--- src/rtl/spi_slave_responder.sv ---
// SPI mode-0 slave, MSB first, with every SPI pin oversampled in the system clock domain.
// Received words come out as a one-cycle strobe; transmit words are offered on a valid/ready port.
module spi_slave_responder #(
  parameter int unsigned DATA_W      = 8,
  parameter int unsigned SYNC_STAGES = 2
) (
  input  logic              clk,
  input  logic              reset_n,
  input  logic              spi_sclk,
  input  logic              spi_mosi,
  input  logic              spi_ss_n,
  output logic              spi_miso,
  output logic              spi_miso_oe,
  input  logic [DATA_W-1:0] tx_data,
  input  logic              tx_valid,
  output logic              tx_ready,
  output logic [DATA_W-1:0] rx_data,
  output logic              rx_valid,
  output logic              tx_underrun,
  output logic              busy
);

  localparam int unsigned CntW = $clog2(DATA_W + 1);
  localparam logic [CntW-1:0] WordBits = CntW'(DATA_W);

  typedef enum logic [0:0] {StIdle, StActive} state_e;

  state_e                   state;
  logic [SYNC_STAGES-1:0]   sclk_sync;
  logic [SYNC_STAGES-1:0]   mosi_sync;
  logic [SYNC_STAGES-1:0]   ss_sync;
  logic                     sclk_dly;
  logic                     ss_dly;
  logic [DATA_W-1:0]        hold_q;
  logic [DATA_W-1:0]        tx_shift;
  logic [DATA_W-1:0]        rx_shift;
  logic [CntW-1:0]          bitcnt;

  logic                     sclk_s;
  logic                     mosi_s;
  logic                     ss_s;
  logic                     sclk_rise;
  logic                     sclk_fall;
  logic                     ss_fall;
  logic                     ss_rise;
  logic                     accept;
  logic                     load;
  logic [DATA_W-1:0]        load_word;

  assign sclk_s    = sclk_sync[SYNC_STAGES-1];
  assign mosi_s    = mosi_sync[SYNC_STAGES-1];
  assign ss_s      = ss_sync[SYNC_STAGES-1];
  assign sclk_rise = sclk_s & ~sclk_dly;
  assign sclk_fall = ~sclk_s & sclk_dly;
  assign ss_fall   = ~ss_s & ss_dly;
  assign ss_rise   = ss_s & ~ss_dly;
  assign busy      = ~ss_s;

  assign accept    = tx_valid & tx_ready;
  // A word is pulled from holding on select and on every falling edge at a word boundary;
  // deselect wins over a coincident sclk edge.
  assign load      = ((state == StIdle) & ss_fall) |
                     ((state == StActive) & ~ss_rise & sclk_fall & (bitcnt == '0));
  // tx_ready doubles as the "holding empty" flag, so an empty load sends zeros.
  assign load_word = tx_ready ? '0 : hold_q;

  always_ff @(posedge clk) begin
    if (!reset_n) begin
      state       <= StIdle;
      sclk_sync   <= '0;
      mosi_sync   <= '0;
      ss_sync     <= '1;
      sclk_dly    <= 1'b0;
      ss_dly      <= 1'b1;
      hold_q      <= '0;
      tx_shift    <= '0;
      rx_shift    <= '0;
      bitcnt      <= '0;
      spi_miso    <= 1'b0;
      spi_miso_oe <= 1'b0;
      tx_ready    <= 1'b1;
      rx_data     <= '0;
      rx_valid    <= 1'b0;
      tx_underrun <= 1'b0;
    end else begin
      sclk_sync   <= {sclk_sync[SYNC_STAGES-2:0], spi_sclk};
      mosi_sync   <= {mosi_sync[SYNC_STAGES-2:0], spi_mosi};
      ss_sync     <= {ss_sync[SYNC_STAGES-2:0], spi_ss_n};
      sclk_dly    <= sclk_s;
      ss_dly      <= ss_s;
      rx_valid    <= 1'b0;
      tx_underrun <= load & tx_ready;

      if (load && !tx_ready) begin
        tx_ready <= 1'b1;
      end else if (accept) begin
        hold_q   <= tx_data;
        tx_ready <= 1'b0;
      end

      unique case (state)
        StIdle: begin
          if (ss_fall) begin
            state       <= StActive;
            spi_miso_oe <= 1'b1;
            bitcnt      <= '0;
            tx_shift    <= load_word;
            spi_miso    <= load_word[DATA_W-1];
          end
        end
        StActive: begin
          if (ss_rise) begin
            state       <= StIdle;
            spi_miso_oe <= 1'b0;
            spi_miso    <= 1'b0;
            bitcnt      <= '0;
          end else begin
            // The completed word is published one cycle after the last rising edge.
            if (bitcnt == WordBits) begin
              rx_data  <= rx_shift;
              rx_valid <= 1'b1;
              bitcnt   <= '0;
            end else if (sclk_rise) begin
              rx_shift <= {rx_shift[DATA_W-2:0], mosi_s};
              bitcnt   <= bitcnt + 1'b1;
            end
            if (sclk_fall) begin
              if (bitcnt == '0) begin
                tx_shift <= load_word;
                spi_miso <= load_word[DATA_W-1];
              end else begin
                tx_shift <= tx_shift << 1;
                spi_miso <= tx_shift[DATA_W-2];
              end
            end
          end
        end
        default: state <= StIdle;
      endcase
    end
  end

endmodule

--- config.mk ---
export PLATFORM = sky130hd
export DESIGN_NAME = spi_slave_responder
export DESIGN_NICKNAME = d
export VERILOG_FILES = /design/src/rtl/spi_slave_responder.sv
export SDC_FILE = /design/constraint.sdc
export NUM_CORES = 1
export LEC_CHECK = 0
export BUFFER_PORTS_ARGS = -buffer_cell sky130_fd_sc_hd__buf_2
export CAP_MARGIN = 20
export CELL_PAD_IN_SITES_DETAIL_PLACEMENT = 1
export CELL_PAD_IN_SITES_GLOBAL_PLACEMENT = 1
export CORE_MARGIN = 2
export CORE_UTILIZATION = 42
export DETAILED_ROUTE_END_ITERATION = 16
export GPL_TIMING_DRIVEN = 0
export HOLD_SLACK_MARGIN = 0.02
export PLACE_DENSITY = 0.82
export SLEW_MARGIN = 25
export SYNTH_ARGS = -nofsm -noshare
export SYNTH_HDL_FRONTEND = slang
export SYNTH_SLANG_ARGS = --single-unit
--- constraint.sdc ---
create_clock -name clk -period 1.82 [get_ports clk]
set_input_delay 0.273 -clock clk [delete_from_list [all_inputs] [get_ports clk]]
set_output_delay 0.273 -clock clk [all_outputs]
set_load 0.05 [all_outputs]
==> results summary, run 1 <==
The run finished with clean final reports. The worst vdd rail ir drop is 0.4609 mV. The synthesized design contains 0 enable-type register cells.

The setup-violating endpoint count in the final report came out at 0. The achievable clock frequency came out at 589.7 MHz. The site row count is 24.

The most area-hungry cell type in the Yosys netlist is sky130_fd_sc_hd__dfxtp_1. The total global routing track utilization came out at 0.1876. The synthesized net count came out at 220.

The core area is 4384 sq um. By startpoint and endpoint, the worst setup path is classified as flop to flop. Traced cell by cell, the critical path runs through inv_1 -> ha_2 -> nand3b_4 -> or3b_1 -> buf_4 -> mux2i_2 -> nor2_1. The via count of the first global-routing pass was 1600. Clock tree synthesis selected as its root buffer the cell sky130_fd_sc_hd__clkbuf_8.

The per-cell routed wire length came out at 14.83 um. The worst setup path is launched from a flop. Post-CTS timing repair inserted 0 buffers for setup. CTS built an H-tree with a depth of 2. The die area is 5161 sq um. The pin count of the biggest net entering global routing came out at 17. The sum of internal, switching and leakage power came out at 2080 uW. The largest single stage delay on the critical path is 0.36 ns. The buffer levels on the longest clock path came out at 2. The number of hold buffers added after CTS is 0. Across the routed clock network, the largest skew measured is 0.008734 ns. The most used flip-flop cell after synthesis is sky130_fd_sc_hd__dfxtp_1. The total congestion overflow is 0.

The number of top-level design ports came out at 28. The floorplan die width is 71.84 um. The routed wire length came out at 4301 um. For this run, the detailed router's first-pass iteration total came to 4. The arrival time reported for the critical path endpoint is 1.89 ns.

The number of clock sinks seen by CTS is 49. The detailed router placed 1519 vias in this run. Power spread over the standard cell area amounts to 921.0 nW/um^2. The starting density of the core is 0.4409. The relative max-transition margin came out at 0.6391. The final worst-path cycle share is 0.9317. The area added between synthesis and finish is 16.83%. In the final layout, the share of cells above drive strength 1 is 0.2059. The count of endpoints failing hold in the final timing report was 0.

Counting instances in the post-synthesis netlist gives the leading cell types as sky130_fd_sc_hd__dfxtp_1 (49), sky130_fd_sc_hd__nor2_1 (24), sky130_fd_sc_hd__nand2_1 (21). The post-detailed-route via-to-cell ratio is 5.238. The cell at the slowest stage of the critical path is sky130_fd_sc_hd__or3b_1.

The initial detailed-routing violation count is 79. In the final layout, flip-flops and latches occupy 980.9 sq um. The number of nets with antenna violations after routing is 0.

In the post-synthesis netlist, the biggest area contributors are sky130_fd_sc_hd__dfxtp_1 (51%), sky130_fd_sc_hd__mux2i_1 (9.3%), sky130_fd_sc_hd__nor2_1 (4.7%), sky130_fd_sc_hd__nand2_1 (4.1%), sky130_fd_sc_hd__a21oi_1 (3.1%). The gate count after technology mapping is 204. The final setup TNS is 0 ns. The insertion delay to the later sink of the worst-skew pair came out at 0.31 ns.

Max-cap violations in this run came to 0. In this run the static leakage power is 0.001042 uW. The worst-margin pin slew is 0.5413 ns. The fraction of synthesis flops using an asynchronous set or reset pin is 0. The total of warnings raised by yosys is 0. The number of different library cells in the post-synthesis netlist came out at 35.

The count of fill cells added during filler insertion is 519. The count of buffers inserted at the top-level ports came out at 26. TritonCTS built the clock tree. The number of clock buffers added by TritonCTS is 5.

The post-synth design cell area came out at 1933 sq um. The register clock-pin slew on the reported worst setup and hold paths is 0.10 ns. Setup repair after global routing left no endpoint under its margin. The net count of the finished layout is 253. After detailed routing, the number of remaining DRC violations is 0.

In the post-synthesis netlist, the cell with the most instances is sky130_fd_sc_hd__dfxtp_1. The wire length of the first global-routing pass is 7527 um. The number of inserted diodes is 0. The part of the Yosys area used for sequential elements is 0.5074.

Summed over all nets, the half-perimeter wirelength after detailed placement is 3049 um. The combined area of the multi-input logic cells came out at 893.4 sq um. The final-report max-slew violation count was 0. The path class of the tightest hold or removal check is input pin to flop. The register bit total from synthesis came out at 49. The area share of the largest cell type after synthesis came out at 0.5074.

The clock period minus final worst setup slack is 1.696 ns. The critical path required time came out at 2.01 ns. The post-synthesis area per instance came out at 9.476 sq um.

The y dimension of the die came out at 71.84 um. The largest fanout on the critical path is 9. The final weighted congestion in routability-driven placement came out at 0.7254. The worst setup path is captured at a flop. The initial antenna violation count is 0.
==> cells by family after synthesis <==
group / count (synthesis) / share of synthesized area
compound gates: 36 / 0.1249
fa+ha+maj: 2 / 0.01294
buf+inv: 16 / 0.03689
flops: 49 / 0.5074
mux: 18 / 0.09320
simple gates: 83 / 0.2246
==> cell type report <==
class	count	share of cell area
Buffer	11	0.02438
Clock inverter	3	0.02050
Sequential cell	49	0.4343
Multi-Input combinational cell	139	0.3956
Inverter	5	0.008310
Timing Repair Buffer	26	0.05762
Tap cell	52	0.02881
Clock buffer	5	0.03047
==> where the power goes <==
group          internal (uW)  total (uW)  leakage, uW  switching (uW)
logic                   54.9         161     0.000589             106
clock network            412         795    0.0000543             383
registers               1100        1120     0.000399            19.9
==> worst max-delay path: cells and delay by family, from the launching register on <==
family | cells | cell delay [ns]
and+or+nand+nor | 3 | 0.52
DFF | 1 | 0.34
muxes | 1 | 0.19
buffers and inverters | 2 | 0.29
adders and majority gates | 1 | 0.22
==> stage by stage <==
step	utilization	cells	setup WS (ns)	area [sq um]	hold slack [ns]
2_1_floorplan	-	204	0.2775	1933	0.3745
3_3_place_gp	0.4854	282	0.1154	2128	0.3940
3_5_place_dp	0.4854	282	0.1078	2128	0.4029
4_1_cts	0.5117	290	0.04909	2243	0.1356
5_1_grt	0.5151	290	0.01764	2258	0.1483
6_report	0.5151	290	0.1243	2258	0.1379
==> layout by cell type (no fill, tap or decap), types with 2 or more instances in the layout <==
master                     instances
sky130_fd_sc_hd__dfxtp_1          49
sky130_fd_sc_hd__buf_2            28
sky130_fd_sc_hd__nor2_1           24
sky130_fd_sc_hd__nand2_1          21
sky130_fd_sc_hd__mux2i_1          17
sky130_fd_sc_hd__a21oi_1          12
sky130_fd_sc_hd__nand3_1           9
sky130_fd_sc_hd__clkbuf_1          7
sky130_fd_sc_hd__inv_1             5
sky130_fd_sc_hd__nand2b_1          5
sky130_fd_sc_hd__and2_1            5
sky130_fd_sc_hd__a221oi_1          5
sky130_fd_sc_hd__clkbuf_8          5
sky130_fd_sc_hd__nor2b_1           4
sky130_fd_sc_hd__o21ai_1           4
sky130_fd_sc_hd__o21ai_0           4
sky130_fd_sc_hd__a31oi_1           3
sky130_fd_sc_hd__nand4_1           3
sky130_fd_sc_hd__or3b_1            2
sky130_fd_sc_hd__o211a_1           2
sky130_fd_sc_hd__nor3_1            2
==> registers in the layout (all words and copies together), names as in the netlist <==
name and count:
state 1, ss_sync 2, ss_dly 1, hold_q 8, bitcnt 4, rx_valid 1, tx_underrun 1, rx_data 8
tx_shift 7, rx_shift 8, spi_miso 1, tx_ready 1, spi_miso_oe 1, mosi_sync 2, sclk_sync 2, sclk_dly 1
==> path summary, 6_finish.rpt <==
path,cells after the start,to,slack (ns),from
max,7,rx_data[4]$_SDFFE_PN0P_,0.12,bitcnt[0]$_SDFFE_PN0P_
min,2,ss_sync[0]$_SDFF_PN1_,0.14,spi_ss_n
max reg2reg,7,rx_data[4]$_SDFFE_PN0P_,0.12,bitcnt[0]$_SDFFE_PN0P_
min reg2reg,1,ss_sync[1]$_SDFF_PN1_,0.42,ss_sync[0]$_SDFF_PN1_
==> repair_timing <==
item | in CTS | in global routing
setup endpoints to repair | 0 | 4
endpoints found under the hold margin | 0 | 0
resized for setup | 0 | 5
==> metal layers <==
metal	global-route usage	share of wire	up-vias
li1	-	-	776
met1	0.2509	0.49	718
met2	0.3004	0.47	19
met3	0.03797	0.023	6
met4	0.06918	0.017	0
met5	0	0	-
No activity file was read; power rests on OpenSTA's default activity.
==> inputs of run 2 (changes only) <==
--- a/config.mk
+++ b/config.mk
@@ -10,11 +10,12 @@
 export CELL_PAD_IN_SITES_DETAIL_PLACEMENT = 1
 export CELL_PAD_IN_SITES_GLOBAL_PLACEMENT = 1
 export CORE_MARGIN = 2
-export CORE_UTILIZATION = 42
+export CORE_UTILIZATION = 45
+export CTS_BUF_LIST = sky130_fd_sc_hd__clkbuf_4
 export DETAILED_ROUTE_END_ITERATION = 16
 export GPL_TIMING_DRIVEN = 0
 export HOLD_SLACK_MARGIN = 0.02
-export PLACE_DENSITY = 0.82
+export PLACE_DENSITY = 0.86
 export SLEW_MARGIN = 25
 export SYNTH_ARGS = -nofsm -noshare
 export SYNTH_HDL_FRONTEND = slang
==> run 2 against run 1 <==
Fmax down 1.7%. Largest cell class unchanged. Clock power down 20%. Core utilization up 3.2 points. Setup slack worse by 0.029 ns. Critical path depth unchanged. Clock-buffer cell count up 1. Flip-flop and latch count unchanged. Total power down 7.3%. Register-to-register slack worse by 0.03 ns. Die area down 6.3%.
==> results summary, run 2 (synthesized netlist as in run 1, its figures left out) <==
The initial detailed-routing violation count is 50. The area added between synthesis and finish is 14.76%. The largest individual stage delay along the critical path comes from the cell sky130_fd_sc_hd__dfxtp_1. In this run the tightest slew margin relative to its limit is 0.6079. The starting density of the core is 0.4764.

The via count of the first global-routing pass is 1648. The critical path required time came out at 2.07 ns. The worst setup skew after layout is 0.006845 ns. The number of hold buffers added after CTS is 0. After detailed placement, the total cell area comes to 2126 sq um. In this design, the stage delay of the slowest critical-path cell is 0.35 ns.

The final setup TNS came out at 0 ns. The total overflow left after global routing is 0. The floorplan die width is 69.54 um. Walking the worst path, the cells encountered are inv_1 -> ha_1 -> nand3b_4 -> or3b_1 -> buf_2 -> mux2i_1 -> nor2_1. The number of clock sinks seen by CTS is 49. The final worst-path cycle share is 0.9476. The clock reaches the later pin of the worst-skew pair after 0.36 ns. The depth of the CTS H-tree is 2. The power density of the placed cells is 869.5 nW/um^2. STA classifies the critical path startpoint as a flop. The sum of internal, switching and leakage power came out at 1929 uW. The wire length of the first global-routing pass came out at 7665 um. At the pin with the least slew margin, the transition time is 0.5882 ns. The library cells used most frequently in the layout, excluding fill and tap cells, are sky130_fd_sc_hd__dfxtp_1 (49), sky130_fd_sc_hd__buf_2 (29), sky130_fd_sc_hd__nor2_1 (24). The routed wire length came out at 4510 um.

The number of iterations in the first detailed-routing pass is 4. The tightest min-delay check is of the input pin to flop type. In this run the core area contains 23 standard-cell rows.

The share of layout cells above drive strength 1 is 0.1967. The number of cells on the worst hold path is 2. The count of buffers inserted at the top-level ports came out at 26. TritonCTS built the clock tree. The setup-violating endpoint count in the final report is 0. The register clock-pin slew on the reported worst setup and hold paths is 0.14 ns. The pin count of the biggest net entering global routing came out at 15. The number of buffers created by CTS came out at 5. The largest registers in the layout are hold_q: 8 flops, rx_data: 8 flops, rx_shift: 8 flops. The worst vdd rail ir drop is 0.5012 mV. The HPWL after detailed placement is 3213 um. The clock period minus final worst setup slack is 1.725 ns.

The flow ran to the end, and the final reports show no timing, DRC or antenna violations. The final-report max-slew violation count is 0. The total number of vias is 1562.

The die area is 4836 sq um. Setup repair after global routing left no endpoint under its margin. The finished cells cover 2218 sq um.

The y dimension of the die came out at 69.54 um. Leaving out fill and tap cells, the most frequent cell in the layout is sky130_fd_sc_hd__dfxtp_1. The number of top-level design ports is 28. The final weighted congestion in routability-driven placement came out at 0.7733. In the final routed layout, each cell accounts on average for 15.61 um. The total leakage power came out at 0.001040 uW. The post-detailed-route via-to-cell ratio is 5.405.

The net count of the finished layout is 254. Static timing analysis puts the maximum clock frequency at 579.8 MHz. At the worst endpoint, the arrival time is 1.97 ns. The depth of the worst register-to-register path came out at 7.

The core area came out at 4058 sq um. The count of endpoints failing hold in the final timing report is 0. The count of nets left with antenna violations once routing finished came out at 0. The number of inserted diodes came out at 0.

The initial antenna violation count came out at 0. The clock root buffer master is sky130_fd_sc_hd__clkbuf_4. The number of DRC violations after detailed routing came out at 0. The number of maximum-capacitance constraint violations is 0. The total global routing track utilization is 0.1974.

The largest fanout on the critical path came out at 9. The nature of the critical path endpoint is a flop. The critical path is of the flop to flop type. The clock passes through at most 2 buffers.
## run 2: changes by cell type in the layout (fill, tap and decap cells not counted)
cell / change
sky130_fd_sc_hd__buf_2: +1
sky130_fd_sc_hd__clkbuf_4: +6
sky130_fd_sc_hd__clkbuf_8: -5
sky130_fd_sc_hd__clkinv_1: +1
sky130_fd_sc_hd__clkinv_4: -1
sky130_fd_sc_hd__clkinvlp_4: -1
sky130_fd_sc_hd__ha_1: +1
sky130_fd_sc_hd__ha_2: -1
sky130_fd_sc_hd__mux2i_1: +1
sky130_fd_sc_hd__mux2i_2: -1
## run 2: power breakdown
group	internal [uW]	total (uW)	switching, uW
registers	1110	1130	20.2
clock network	301	637	336
logic	55.1	166	111
## run 2: layer usage
metal / part of all wire / GRT usage / routed length [um] / vias up
met2: 0.50 / 0.3387 / 2237 / 21
li1: - / - / - / 773
met4: 0.013 / 0.05882 / 57 / 0
met3: 0.031 / 0.03924 / 142 / 7
met1: 0.46 / 0.2502 / 2072 / 761
met5: 0 / 0 / 0 / -
## run 2: worst paths after layout
path | from | slack (ns) | end
hold / removal | spi_ss_n | 0.08 | ss_sync[0]$_SDFF_PN1_
setup reg to reg | bitcnt[0]$_SDFFE_PN0P_ | 0.1 | rx_data[4]$_SDFFE_PN0P_
setup / recovery | bitcnt[0]$_SDFFE_PN0P_ | 0.1 | rx_data[4]$_SDFFE_PN0P_
hold reg to reg | ss_sync[0]$_SDFF_PN1_ | 0.44 | ss_sync[1]$_SDFF_PN1_
## run 2: critical path, delay by kind of cell, from the launching register on
family        cells  cell delay, ns
mux               1            0.21
flops             1            0.35
fa+ha+maj         1            0.22
simple gates      3            0.52
buf+inv           2            0.30
## run 2: final cells by class
type / instances / area (sq um)
inverters: 5 / 18.77
multi-input cells: 139 / 887.1
well taps: 50 / 62.56
repair buffers: 27 / 137.6
flip-flops and latches: 49 / 980.9
clock buffers: 6 / 45.04
fillers: 498 / 1839
clock inverters: 2 / 33.78
plain buffers: 11 / 52.55
## run 2: through the flow
step           utilization  hold slack [ns]  instances  worst slack (ns)
2_1_floorplan            -           0.3745        204            0.2775
3_3_place_gp        0.5239           0.3890        280           0.09621
3_5_place_dp        0.5239           0.4064        280           0.07607
4_1_cts             0.5433          0.08145        288           0.04157
5_1_grt             0.5467          0.08434        289          0.001766
6_report            0.5467          0.07967        289           0.09537
## run 2: what timing repair did
item / CTS / global route
buffers inserted: 0 / 1
endpoints found under the setup margin: 0 / 3
gates resized for setup: 0 / 1
==> inputs of run 3 (changes only) <==
--- a/config.mk
+++ b/config.mk
@@ -5,17 +5,18 @@
 export SDC_FILE = /design/constraint.sdc
 export NUM_CORES = 1
 export LEC_CHECK = 0
+export ABC_AREA = 1
 export BUFFER_PORTS_ARGS = -buffer_cell sky130_fd_sc_hd__buf_2
 export CAP_MARGIN = 20
 export CELL_PAD_IN_SITES_DETAIL_PLACEMENT = 1
 export CELL_PAD_IN_SITES_GLOBAL_PLACEMENT = 1
 export CORE_MARGIN = 2
-export CORE_UTILIZATION = 45
+export CORE_UTILIZATION = 42
 export CTS_BUF_LIST = sky130_fd_sc_hd__clkbuf_4
 export DETAILED_ROUTE_END_ITERATION = 16
 export GPL_TIMING_DRIVEN = 0
 export HOLD_SLACK_MARGIN = 0.02
-export PLACE_DENSITY = 0.86
+export PLACE_DENSITY = 0.85
 export SLEW_MARGIN = 25
 export SYNTH_ARGS = -nofsm -noshare
 export SYNTH_HDL_FRONTEND = slang
==> run 3 against run 2 <==
Synthesized cell count rose by 31%. Die area rose by 9.4%. Critical path depth rose by 2. First-iteration DRC count rose by 32%. Sequential power barely moved. Sequential share of layout area fell by 0.37 points. Via count rose by 13%. Design area rose by 0.85%. Fmax rose by 6.4%. Flip-flop and latch count did not move. Cell count rose by 23%. Largest power group unchanged.
==> results summary, run 3 <==
The run finished with clean final reports. The part of the Yosys area used for sequential elements is 0.4943. The core area is 4629 sq um. The main combinational cell family by area after synthesis is simple AND/OR/NAND/NOR gates.

The largest fanout on the critical path came out at 9. The mux cell area share after synthesis is 0. The achievable clock frequency is 617.2 MHz. The final setup TNS is 0 ns. The count of endpoints failing hold in the final timing report came out at 0. TritonCTS built the clock tree. The number of buffers created by CTS is 5. A synthesized cell averages 7.432 sq um.

The routed wire length came out at 4396 um. The total global routing track utilization is 0.1847. The beginning of the worst register-to-register path is bitcnt[0]$_SDFFE_PN0P_.

Dividing the final minimum period by the clock period gives 0.8902. The share of synthesized area in the top cell type comes to 0.4943. The detailed-routed wire length on met3 is 126 um. The detailed router finished its first iteration with 66 violations. Setup slack on the worst reg-to-reg path comes out at 0.20 ns. The power density of the placed cells is 832.6 nW/um^2. The die area is 5290 sq um. The total number of vias is 1768. The y dimension of the die is 72.74 um.

The buffer levels on the longest clock path is 2. Data on the critical path is required at its endpoint by 2.12 ns. Counting every net in the synthesized netlist gives 283. Data on the critical path arrives at its endpoint at 1.92 ns. The setup-violating endpoint count in the final report came out at 0. Of all flip-flops after synthesis, the portion carrying an async set or reset was 0. In this run the worst setup path terminates at rx_shift[2]$_SDFFE_PN0P_. By count the netlist is led by sky130_fd_sc_hd__nor2_1 (66), sky130_fd_sc_hd__dfxtp_1 (49), sky130_fd_sc_hd__nand2_1 (46).

The number of maximum-capacitance constraint violations came out at 0. The commonest non-fill, non-tap cell in the layout is sky130_fd_sc_hd__nor2_1. The area share of xor/xnor cells in the synthesized design is 0. The floorplan die width came out at 72.74 um. The worst setup path category is flop to flop. The post-detailed-route via-to-cell ratio came out at 4.966. Buffers placed on the I/O ports in this run total 27. The number of DRC violations after detailed routing is 0. Routability-driven placement finished with a final weighted congestion of 0.7909.

Of all cell types, the one taking the most synthesized area is sky130_fd_sc_hd__dfxtp_1. In the final layout, the registers with the most flip-flops are hold_q: 8 flops, rx_data: 8 flops, rx_shift: 8 flops. In this run the remaining antenna-violating nets after routing total 0. The first global-routing pass estimated 7679 um of wire. The endpoint of the most critical register-to-register path is rx_shift[2]$_SDFFE_PN0P_. Pin placement for this block handled 28 I/O pins. The post-synth design cell area came out at 1984 sq um. The synthesized-area fraction occupied by ao, oa, aoi and oai cells was 0.1242. The number of buffers inserted to repair setup after CTS is 0. The dominant cell by count in the synthesized netlist is sky130_fd_sc_hd__nor2_1.

The nature of the critical path endpoint is a flop. Timing analysis after detailed placement gives a worst setup slack of 0.2111 ns. The initial antenna violation count is 0.

The initial utilization of the core area, before any placement, comes to 0.4286. The number of inserted diodes is 0. The worst vdd rail ir drop is 0.3627 mV. The number of different library cells in the post-synthesis netlist is 25. The depth of the CTS H-tree is 2. The register bit total from synthesis came out at 49. The post-cts gate resize count is 0. The clock period minus final worst setup slack is 1.620 ns. The post-layout worst setup margin came out at 0.1998 ns. The post-synthesis simple-gate area fraction came out at 0.3077.

The tree is rooted in a sky130_fd_sc_hd__clkbuf_4. The met1 layer wirelength in the final routing came out at 2090 um. The per-cell routed wire length is 12.35 um. Setup repair after global routing left no endpoint under its margin. The uppermost metal layer occupied by signal nets is met4. For this design the static power due to leakage is 0.001043 uW. After technology mapping, the gate count stands at 267. The insertion delay to the later sink of the worst-skew pair is 0.36 ns. For this design, the sink count on the clock tree is 49. The detailed-routed wire length on met2 is 2106 um. The final-report max-slew violation count is 0.

The timing startpoint of the critical path is bitcnt[0]$_SDFFE_PN0P_. The final net count came out at 317. The HPWL after detailed placement is 3381 um. The number of hold buffers added after CTS is 0. After global routing the overflow that remains totals 0. The pre-antenna-repair detailed-routing pass consisted of 4 iterations. The most used flip-flop cell after synthesis is sky130_fd_sc_hd__dfxtp_1. The relative max-transition margin is 0.6670. The clock arrives with 0.007559 ns of skew. For this run, the number of Yosys warnings is 0. The share of layout cells above drive strength 1 is 0.1821.

From synthesis to final layout, the design area changed by 12.74%. Of the total synthesized cell area, the portion taken by full adders, half adders and majority gates is 0.01261. The worst-margin pin slew is 0.4994 ns. In the layout the commonest cells are sky130_fd_sc_hd__nor2_1 (66), sky130_fd_sc_hd__dfxtp_1 (49), sky130_fd_sc_hd__nand2_1 (46). The register clock-pin slew on the reported worst setup and hold paths is 0.13 ns. After synthesis, the cell types taking the most area are sky130_fd_sc_hd__dfxtp_1 (49%), sky130_fd_sc_hd__nor2_1 (12%), sky130_fd_sc_hd__nand2_1 (8.7%), sky130_fd_sc_hd__o21ai_0 (8.1%), sky130_fd_sc_hd__inv_1 (3.2%). The count of flip-flops with a built-in enable after synthesis came out at 0. The via count of the first global-routing pass came out at 1751. The site row count is 25. The worst register-to-register path has a depth of 9. The pin count of the biggest net entering global routing is 15. The worst hold path belongs to the class input pin to flop. STA classifies the critical path startpoint as a flop.
==> run 3: cell count changes after synthesis, moves of 5 or more <==
cell,previous run,this run
sky130_fd_sc_hd__nand2_1,21,46
sky130_fd_sc_hd__mux2i_1,18,0
sky130_fd_sc_hd__nand2_2,0,5
sky130_fd_sc_hd__inv_2,0,6
sky130_fd_sc_hd__a221oi_1,5,0
sky130_fd_sc_hd__nand2b_1,5,0
sky130_fd_sc_hd__nor2_1,24,66
sky130_fd_sc_hd__inv_1,5,17
sky130_fd_sc_hd__and2_1,5,0
sky130_fd_sc_hd__o21ai_0,4,32
sky130_fd_sc_hd__nand3b_1,0,6
==> run 3: worst max-delay path, cell delays in order (launching register included) <==
cell,delay (ns)
sky130_fd_sc_hd__dfxtp_1,0.43
sky130_fd_sc_hd__inv_1,0.08
sky130_fd_sc_hd__ha_1,0.25
sky130_fd_sc_hd__nand2_1,0.13
sky130_fd_sc_hd__nor2_4,0.06
sky130_fd_sc_hd__nor2_4,0.16
sky130_fd_sc_hd__nand2_2,0.14
sky130_fd_sc_hd__clkinv_2,0.14
sky130_fd_sc_hd__nor2_1,0.05
sky130_fd_sc_hd__nor2_1,0.12
==> run 3: metrics by stage <==
step	util	power, uW	cells	cell area, sq um	hold slack (ns)
2_1_floorplan	-	1353	267	1984	0.3706
3_3_place_gp	0.4724	1415	348	2187	0.3959
3_5_place_dp	0.4724	1427	348	2187	0.4027
4_1_cts	0.4832	1892	356	2237	0.07005
5_1_grt	0.4832	1969	356	2237	0.07571
6_report	0.4832	1863	356	2237	0.08971
==> run 3: logic make-up (layout without fill, tap and decap cells) <==
kind of cell               count (synthesis)  count (layout)
buffers and inverters                     31              66
and+or+nand+nor                          139             139
DFF                                       49              49
AOI/OAI and AO/OA                         46              46
adders and majority gates                  2               2
==> run 3: layer usage <==
layer  up-vias  global-route usage
met3         5             0.03039
met4         0             0.07819
met1       825              0.2413
met5         -                   0
met2        27              0.3020
li1        911                   -
==> run 3: cell type report <==
| type | instances | area (sq um) |
|---|---|---|
| Tap cell | 54 | 67.56 |
| Inverter | 25 | 95.09 |
| Fill cell | 614 | 2392 |
| Buffer | 6 | 26.28 |
| Clock inverter | 3 | 12.51 |
| Multi-Input combinational cell | 187 | 882.1 |
| Clock buffer | 5 | 37.54 |
| Timing Repair Buffer | 27 | 135.1 |
| Sequential cell | 49 | 980.9 |
==> run 3: power by group <==
group	internal [uW]	total [uW]	switching, uW
clock network	140	462	322
registers	1120	1140	25.4
logic	81.6	256	174
total	1340	1860	521
==> run 3: worst min-delay path by stage <==
stage | start | to | cells past startpoint
2_1_floorplan | spi_mosi | mosi_sync[0]$_SDFF_PN0_ | 2
3_3_place_gp | sclk_sync[0]$_SDFF_PN0_ | sclk_sync[1]$_SDFF_PN0_ | 2
3_5_place_dp | mosi_sync[0]$_SDFF_PN0_ | mosi_sync[1]$_SDFF_PN0_ | 2
4_1_cts | spi_mosi | mosi_sync[0]$_SDFF_PN0_ | 3
5_1_grt | spi_ss_n | ss_sync[0]$_SDFF_PN1_ | 2
6_report | spi_mosi | mosi_sync[0]$_SDFF_PN0_ | 3
